`src/rtl/fm_axi_reg_master.sv`:
```
// ============================================================================
//  Module   : fm_axi_reg_master
//  Purpose  : Single-outstanding 32-bit AXI4 register master (one command at a
//             time, one-beat bursts). Optional abort timer: FM_AXI_REG_MASTER_TIMEOUT_EN
//  Revision : 1.0 - initial release
// ============================================================================
`default_nettype none

module fm_axi_reg_master #(
  parameter int AXI_ADDR_WIDTH = 32,
  parameter int TIMEOUT_CYCLES = 255
) (
  input  logic                      clk_axi,
  input  logic                      reset_axi_n,
  input  logic                      cmd_valid,
  output logic                      cmd_ready,
  input  logic                      cmd_write,
  input  logic [AXI_ADDR_WIDTH-1:0] cmd_addr,
  input  logic [31:0]               cmd_wdata,
  output logic                      rsp_valid,
  output logic [31:0]               rsp_rdata,
  output logic                      rsp_error,
  output logic [AXI_ADDR_WIDTH-1:0] master_readMOSI_address,
  output logic                      master_readMOSI_address_valid,
  output logic                      master_readMOSI_ready_for_data,
  output logic [3:0]                master_readMOSI_address_ID,
  output logic [7:0]                master_readMOSI_burst_length,
  output logic [2:0]                master_readMOSI_burst_size,
  output logic [1:0]                master_readMOSI_burst_type,
  output logic                      master_readMOSI_lock_type,
  output logic [3:0]                master_readMOSI_cache_type,
  output logic [3:0]                master_readMOSI_qos,
  output logic [3:0]                master_readMOSI_region,
  output logic [3:0]                master_readMOSI_address_user,
  output logic [2:0]                master_readMOSI_protection_type,
  input  logic                      master_readMISO_ready_for_address,
  input  logic [31:0]               master_readMISO_data,
  input  logic                      master_readMISO_data_valid,
  input  logic [1:0]                master_readMISO_response,
  output logic [AXI_ADDR_WIDTH-1:0] master_writeMOSI_address,
  output logic                      master_writeMOSI_address_valid,
  output logic [31:0]               master_writeMOSI_data,
  output logic                      master_writeMOSI_data_valid,
  output logic                      master_writeMOSI_ready_for_response,
  output logic [3:0]                master_writeMOSI_address_ID,
  output logic [7:0]                master_writeMOSI_burst_length,
  output logic [2:0]                master_writeMOSI_burst_size,
  output logic [1:0]                master_writeMOSI_burst_type,
  output logic                      master_writeMOSI_lock_type,
  output logic [3:0]                master_writeMOSI_cache_type,
  output logic [3:0]                master_writeMOSI_qos,
  output logic [3:0]                master_writeMOSI_region,
  output logic [3:0]                master_writeMOSI_address_user,
  output logic [2:0]                master_writeMOSI_protection_type,
  output logic [3:0]                master_writeMOSI_write_ID,
  output logic [3:0]                master_writeMOSI_data_user,
  output logic [3:0]                master_writeMOSI_data_write_strobe,
  output logic                      master_writeMOSI_last,
  input  logic                      master_writeMISO_ready_for_address,
  input  logic                      master_writeMISO_ready_for_data,
  input  logic                      master_writeMISO_response_valid,
  input  logic [1:0]                master_writeMISO_response
);

  typedef enum logic [2:0] {
    IDLE   = 3'd0,
    RD_AR  = 3'd1,
    RD_R   = 3'd2,
    WR_AWW = 3'd3,
    WR_B   = 3'd4
  } state_t;

  state_t                    state_q, state_d;
  logic [AXI_ADDR_WIDTH-1:0] addr_q, addr_d;
  logic [31:0]               wdata_q, wdata_d;
  logic                      aw_done_q, aw_done_d;
  logic                      w_done_q, w_done_d;
  logic                      rsp_valid_q, rsp_valid_d;
  logic [31:0]               rsp_rdata_q, rsp_rdata_d;
  logic                      rsp_error_q, rsp_error_d;
  logic                      aw_now, w_now;

  // Only the SLVERR/DECERR bit of each response matters.
  logic unused_bits;
  assign unused_bits = &{1'b0, master_readMISO_response[0],
                         master_writeMISO_response[0], 16'(TIMEOUT_CYCLES)};

`ifdef FM_AXI_REG_MASTER_TIMEOUT_EN
  localparam logic [15:0] TO_LAST = 16'(TIMEOUT_CYCLES - 1);
  logic [15:0] to_cnt_q, to_cnt_d;

  // Count restarts at zero on the first busy cycle after IDLE.
  always_comb begin
    to_cnt_d = (state_q == IDLE) ? 16'd0 : to_cnt_q + 16'd1;
  end

  always_ff @(posedge clk_axi or negedge reset_axi_n) begin
    if (!reset_axi_n) to_cnt_q <= 16'd0;
    else              to_cnt_q <= to_cnt_d;
  end
`endif

  always_comb begin
    state_d     = state_q;
    addr_d      = addr_q;
    wdata_d     = wdata_q;
    aw_done_d   = aw_done_q;
    w_done_d    = w_done_q;
    rsp_valid_d = 1'b0;
    rsp_rdata_d = rsp_rdata_q;
    rsp_error_d = rsp_error_q;
    aw_now      = aw_done_q | master_writeMISO_ready_for_address;
    w_now       = w_done_q  | master_writeMISO_ready_for_data;

    case (state_q)
      IDLE: begin
        aw_done_d = 1'b0;
        w_done_d  = 1'b0;
        if (cmd_valid) begin
          addr_d  = cmd_addr;
          wdata_d = cmd_wdata;
          state_d = cmd_write ? WR_AWW : RD_AR;
        end
      end
      RD_AR: if (master_readMISO_ready_for_address) state_d = RD_R;
      RD_R: begin
        if (master_readMISO_data_valid) begin
          rsp_rdata_d = master_readMISO_data;
          rsp_error_d = master_readMISO_response[1];
          rsp_valid_d = 1'b1;
          state_d     = IDLE;
        end
      end
      WR_AWW: begin
        // AW and W complete independently; both may land in the same cycle.
        aw_done_d = aw_now;
        w_done_d  = w_now;
        if (aw_now && w_now) state_d = WR_B;
      end
      WR_B: begin
        if (master_writeMISO_response_valid) begin
          rsp_rdata_d = 32'd0;
          rsp_error_d = master_writeMISO_response[1];
          rsp_valid_d = 1'b1;
          state_d     = IDLE;
        end
      end
      default: state_d = IDLE;
    endcase

`ifdef FM_AXI_REG_MASTER_TIMEOUT_EN
    if (state_q != IDLE && to_cnt_q == TO_LAST) begin
      rsp_rdata_d = 32'hDEAD_DEAD;
      rsp_error_d = 1'b1;
      rsp_valid_d = 1'b1;
      state_d     = IDLE;
    end
`endif
  end

  always_ff @(posedge clk_axi or negedge reset_axi_n) begin
    if (!reset_axi_n) begin
      state_q     <= IDLE;
      addr_q      <= '0;
      wdata_q     <= 32'd0;
      aw_done_q   <= 1'b0;
      w_done_q    <= 1'b0;
      rsp_valid_q <= 1'b0;
      rsp_rdata_q <= 32'd0;
      rsp_error_q <= 1'b0;
    end else begin
      state_q     <= state_d;
      addr_q      <= addr_d;
      wdata_q     <= wdata_d;
      aw_done_q   <= aw_done_d;
      w_done_q    <= w_done_d;
      rsp_valid_q <= rsp_valid_d;
      rsp_rdata_q <= rsp_rdata_d;
      rsp_error_q <= rsp_error_d;
    end
  end

  assign cmd_ready = (state_q == IDLE);
  assign rsp_valid = rsp_valid_q;
  assign rsp_rdata = rsp_rdata_q;
  assign rsp_error = rsp_error_q;

  assign master_readMOSI_address             = addr_q;
  assign master_readMOSI_address_valid       = (state_q == RD_AR);
  assign master_readMOSI_ready_for_data      = (state_q == RD_R);
  assign master_writeMOSI_address            = addr_q;
  assign master_writeMOSI_data               = wdata_q;
  assign master_writeMOSI_address_valid      = (state_q == WR_AWW) && !aw_done_q;
  assign master_writeMOSI_data_valid         = (state_q == WR_AWW) && !w_done_q;
  assign master_writeMOSI_ready_for_response = (state_q == WR_B);

  // Single-beat, 4-byte, INCR, non-privileged accesses.
  assign master_readMOSI_address_ID       = 4'd0;
  assign master_readMOSI_burst_length     = 8'd0;
  assign master_readMOSI_burst_size       = 3'b010;
  assign master_readMOSI_burst_type       = 2'b01;
  assign master_readMOSI_lock_type        = 1'b0;
  assign master_readMOSI_cache_type       = 4'd0;
  assign master_readMOSI_qos              = 4'd0;
  assign master_readMOSI_region           = 4'd0;
  assign master_readMOSI_address_user     = 4'd0;
  assign master_readMOSI_protection_type  = 3'd0;
  assign master_writeMOSI_address_ID      = 4'd0;
  assign master_writeMOSI_burst_length    = 8'd0;
  assign master_writeMOSI_burst_size      = 3'b010;
  assign master_writeMOSI_burst_type      = 2'b01;
  assign master_writeMOSI_lock_type       = 1'b0;
  assign master_writeMOSI_cache_type      = 4'd0;
  assign master_writeMOSI_qos             = 4'd0;
  assign master_writeMOSI_region          = 4'd0;
  assign master_writeMOSI_address_user    = 4'd0;
  assign master_writeMOSI_protection_type = 3'd0;
  assign master_writeMOSI_write_ID        = 4'd0;
  assign master_writeMOSI_data_user       = 4'd0;
  assign master_writeMOSI_data_write_strobe = 4'hF;
  assign master_writeMOSI_last            = 1'b1;

endmodule

`default_nettype wire

```
`config.mk`:
```
export PLATFORM = sky130hd
export DESIGN_NAME = fm_axi_reg_master
export DESIGN_NICKNAME = d
export VERILOG_FILES = /design/src/rtl/fm_axi_reg_master.sv
export SDC_FILE = /design/constraint.sdc
export NUM_CORES = 1
export LEC_CHECK = 0
export CAP_MARGIN = 20
export CORE_MARGIN = 10
export CORE_UTILIZATION = 37
export CTS_BUF_LIST = sky130_fd_sc_hd__clkbuf_16
export DETAILED_ROUTE_END_ITERATION = 10
export GPL_ROUTABILITY_DRIVEN = 0
export PLACE_DENSITY = 0.79
export REMOVE_ABC_BUFFERS = 1
export SYNTH_ARGS = -nofsm -noshare
export SYNTH_HDL_FRONTEND = slang
export SYNTH_SLANG_ARGS = --single-unit
```
`constraint.sdc`:
```
create_clock -name clk_axi -period 2.4 [get_ports clk_axi]
set_input_delay 0.48 -clock clk_axi [delete_from_list [all_inputs] [get_ports clk_axi]]
set_output_delay 0.48 -clock clk_axi [all_outputs]
set_load 0.005 [all_outputs]
```
==> results.cfg <==
[outcome]
status = finished clean

[placement]
dp_slack_ns = 0.280
placed_cells = 815
portBuffers = 242
dpl.hpwl_um = 12100

[detailed_routing]
firstDrtPassIters = 4
m1WireLength_um = 4870
post_drt_wl_per_cell_um = 17.6
route.met3.wl_um = 1400
highest-signal-layer = met4
dr_wl_met2_um = 8060
wirelength_um = 14600
vias = 3503
drcViolationCount = 0
drt_iter0_drc = 102
via_per_inst = 4.22
antenna_left = 0

[yosys]
synth_top_area_share_pct = 50.6
synth-async-reset-ratio_pct = 100
netlist_instances = 433
ys_seq_elements = 103
yosys_warnings = 0
synth_ff_type = dfrtp_1
ys_seq_area_share_pct = 50.6
avgSynthCellArea_sq_um = 11.8
synth_top_area_cell = dfrtp_1
synth_area_sq_um = 5090
synth_commonest_cells = 123 x buf_4, 103 x dfrtp_1, 64 x mux2_2
synthTopCellsByArea = dfrtp_1 51%, buf_4 18%, mux2_2 14%
synth_edf_count = 0
synth_cell_types = 25
synth_most_common_cell = buf_4

[final_layout]
finalNonFillerCells = 831
multiInputGateArea_sq_um = 1690
final_core_util_pct = 56.3
nNetsFinal = 759
diodes = 0
area_growth_pct = 47.6
fill_cells = 1099
drive_gt1_share_pct = 15.3
seqCellArea_sq_um = 2580

[pwr]
powerDensity_nw_per_um2 = 1240
fin_total_pwr_uw = 9340
vdd_drop_max_v = 0.000565
p_leak_uw = 0.00340

[global_route]
grt_pass1_wl_um = 21200
grt_pass1_vias = 3789
grt.total_usage_pct = 14.5
grt_max_degree = 53
grt_overflow_total = 0
antenna_found_initial = 0

[sta]
tightest_slew_ns = 0.521
hold_viol_final = 0
drv_slew = 0
max_freq_ghz = 0.431
timing.final.crit_share_pct = 96.7
slew_headroom_pct = 65.3
fin_worst_skew_ns = 0.00481
fin_ws_ns = 0.0784
rsz0062_at_grt = no
finalCriticalPeriod_ns = 2.32
finalSetupViolations = 0

[clock_tree]
worstSkewPairLatency_ns = 0.34
cts_root_buf = clkbuf_16
cts_tree = done
path_clk_slew_ns = 0.07
h-tree-depth = 3
cts_buffers = 9
cts_setup_buffers = 0
ctsLongestPathBuffers = 2
holdBufCountCts = 0
clock_sinks = 103

[worst_setup_path]
cp-end-kind = output port
cp_slowest_stage_delay_ns = 0.53
cp_max_fo = 8
cp_cell_sequence = or3b_1 > inv_1 > clkdlybuf4s50_1
start_kind = flip-flop
cp.required_ns = 1.92
crit_type = flip-flop to output port
cp.arrival_ns = 1.84
cpMaxStageDelayCell = clkdlybuf4s50_1

[floorplanning]
initial_core_util_pct = 38.2
coreArea_sq_um = 13300
chipHeight_um = 137
dieWidth_um = 137
rows = 42
die_area_sq_um = 18900
num_io_pins = 332

[flow_run]
cap_violations = 0

[hold_path]
hp-class = input port to asynchronous set/reset pin
[registers in the layout, indices dropped and copies added, names as in the netlist]
| register | cells |
|---|---|
| w_done_q | 1 |
| rsp_error | 1 |
| master_readMOSI_address | 32 |
| master_writeMOSI_data | 32 |
| state_q | 3 |
| rsp_rdata | 32 |
| rsp_valid | 1 |
| aw_done_q | 1 |
[layout by cell type, fill, tap and decap left out, types with 2 or more instances in the layout]
cell type,Yosys,layout
conb_1,2,87
dfrtp_1,103,101
clkbuf_16,0,9
buf_12,0,4
nand2_1,33,33
clkdlybuf4s50_1,0,241
nand3b_1,2,2
nand2b_1,2,2
dfrtp_2,0,2
a21oi_1,4,4
nor2_1,4,4
inv_1,34,35
mux2_4,2,2
mux2_2,64,64
clkinvlp_4,0,2
inv_6,0,2
buf_4,123,11
o22ai_1,2,2
o21ai_0,5,5
mux2i_1,32,32
bufinv_16,0,2
[power by group]
group | internal [uW] | switching [uW] | total (uW) | leakage (uW)
clock network | 917 | 644 | 1560 | 0.000154
registers | 2630 | 574 | 3200 | 0.00121
logic | 3050 | 1520 | 4580 | 0.00204
total | 6600 | 2740 | 9340 | 0.00340
[routing by layer]
metal	up-vias	global-route usage, %
met5	-	0
met1	1709	14.7
met2	159	27.2
li1	1613	-
met4	0	5.85
met3	22	4.19
[through the flow]
stage / TNS (ns) / hold WS (ns) / instance area, sq um
detailed placement: 0 / 0.491 / 7190
finish: 0 / 0.102 / 7520
global route: 0 / 0.129 / 7520
global placement: 0 / 0.480 / 7190
CTS: 0 / 0.114 / 7520
floorplan: -28.28 / 0.184 / 4390
[final cells by class]
| cell class | instances | share of cell area (%) |
|---|---|---|
| clock inverters | 7 | 1.28 |
| clock buffers | 9 | 3.00 |
| multi-input cells | 246 | 22.5 |
| inverters | 34 | 1.70 |
| flip-flops and latches | 103 | 34.3 |
| repair buffers | 256 | 34.2 |
| well taps | 176 | 2.93 |
[timing repair]
action,CTS,global route
resized for setup,0,2
hold endpoints to repair,0,0
endpoints found under the setup margin,0,3
[critical path, delay by kind of cell, from the launching register on]
kind	cells	cell delay, ns
buf+inv	2	0.60
simple gates	1	0.42
flops	1	0.48
[path summary, 6_finish.rpt]
| kind | start | end | slack (ns) | cells after the start |
|---|---|---|---|---|
| setup / recovery | state_q[0]$_DFFE_PN0P_ | master_writeMOSI_ready_for_response | 0.08 | 3 |
| hold / removal | reset_axi_n | master_readMOSI_address[3]$_DFFE_PN0P_ | 0.10 | 1 |
| setup reg to reg | state_q[0]$_DFFE_PN0P_ | master_readMOSI_address[5]$_DFFE_PN0P_ | 0.51 | 4 |
| hold reg to reg | master_writeMOSI_data[21]$_DFFE_PN0P_ | master_writeMOSI_data[21]$_DFFE_PN0P_ | 0.51 | 1 |
| max in group asynchronous | reset_axi_n | master_writeMOSI_data[27]$_DFFE_PN0P_ | 1.64 | 2 |
| min in group clk_axi | master_writeMOSI_data[21]$_DFFE_PN0P_ | master_writeMOSI_data[21]$_DFFE_PN0P_ | 0.51 | 1 |
[kinds of logic after synthesis]
group | synth area share, %
buf+inv | 22.6
other cells | 0.147
mux | 21.0
flops | 50.6
compound gates | 1.62
simple gates | 4.03
Power figures use the tool's default switching activity.
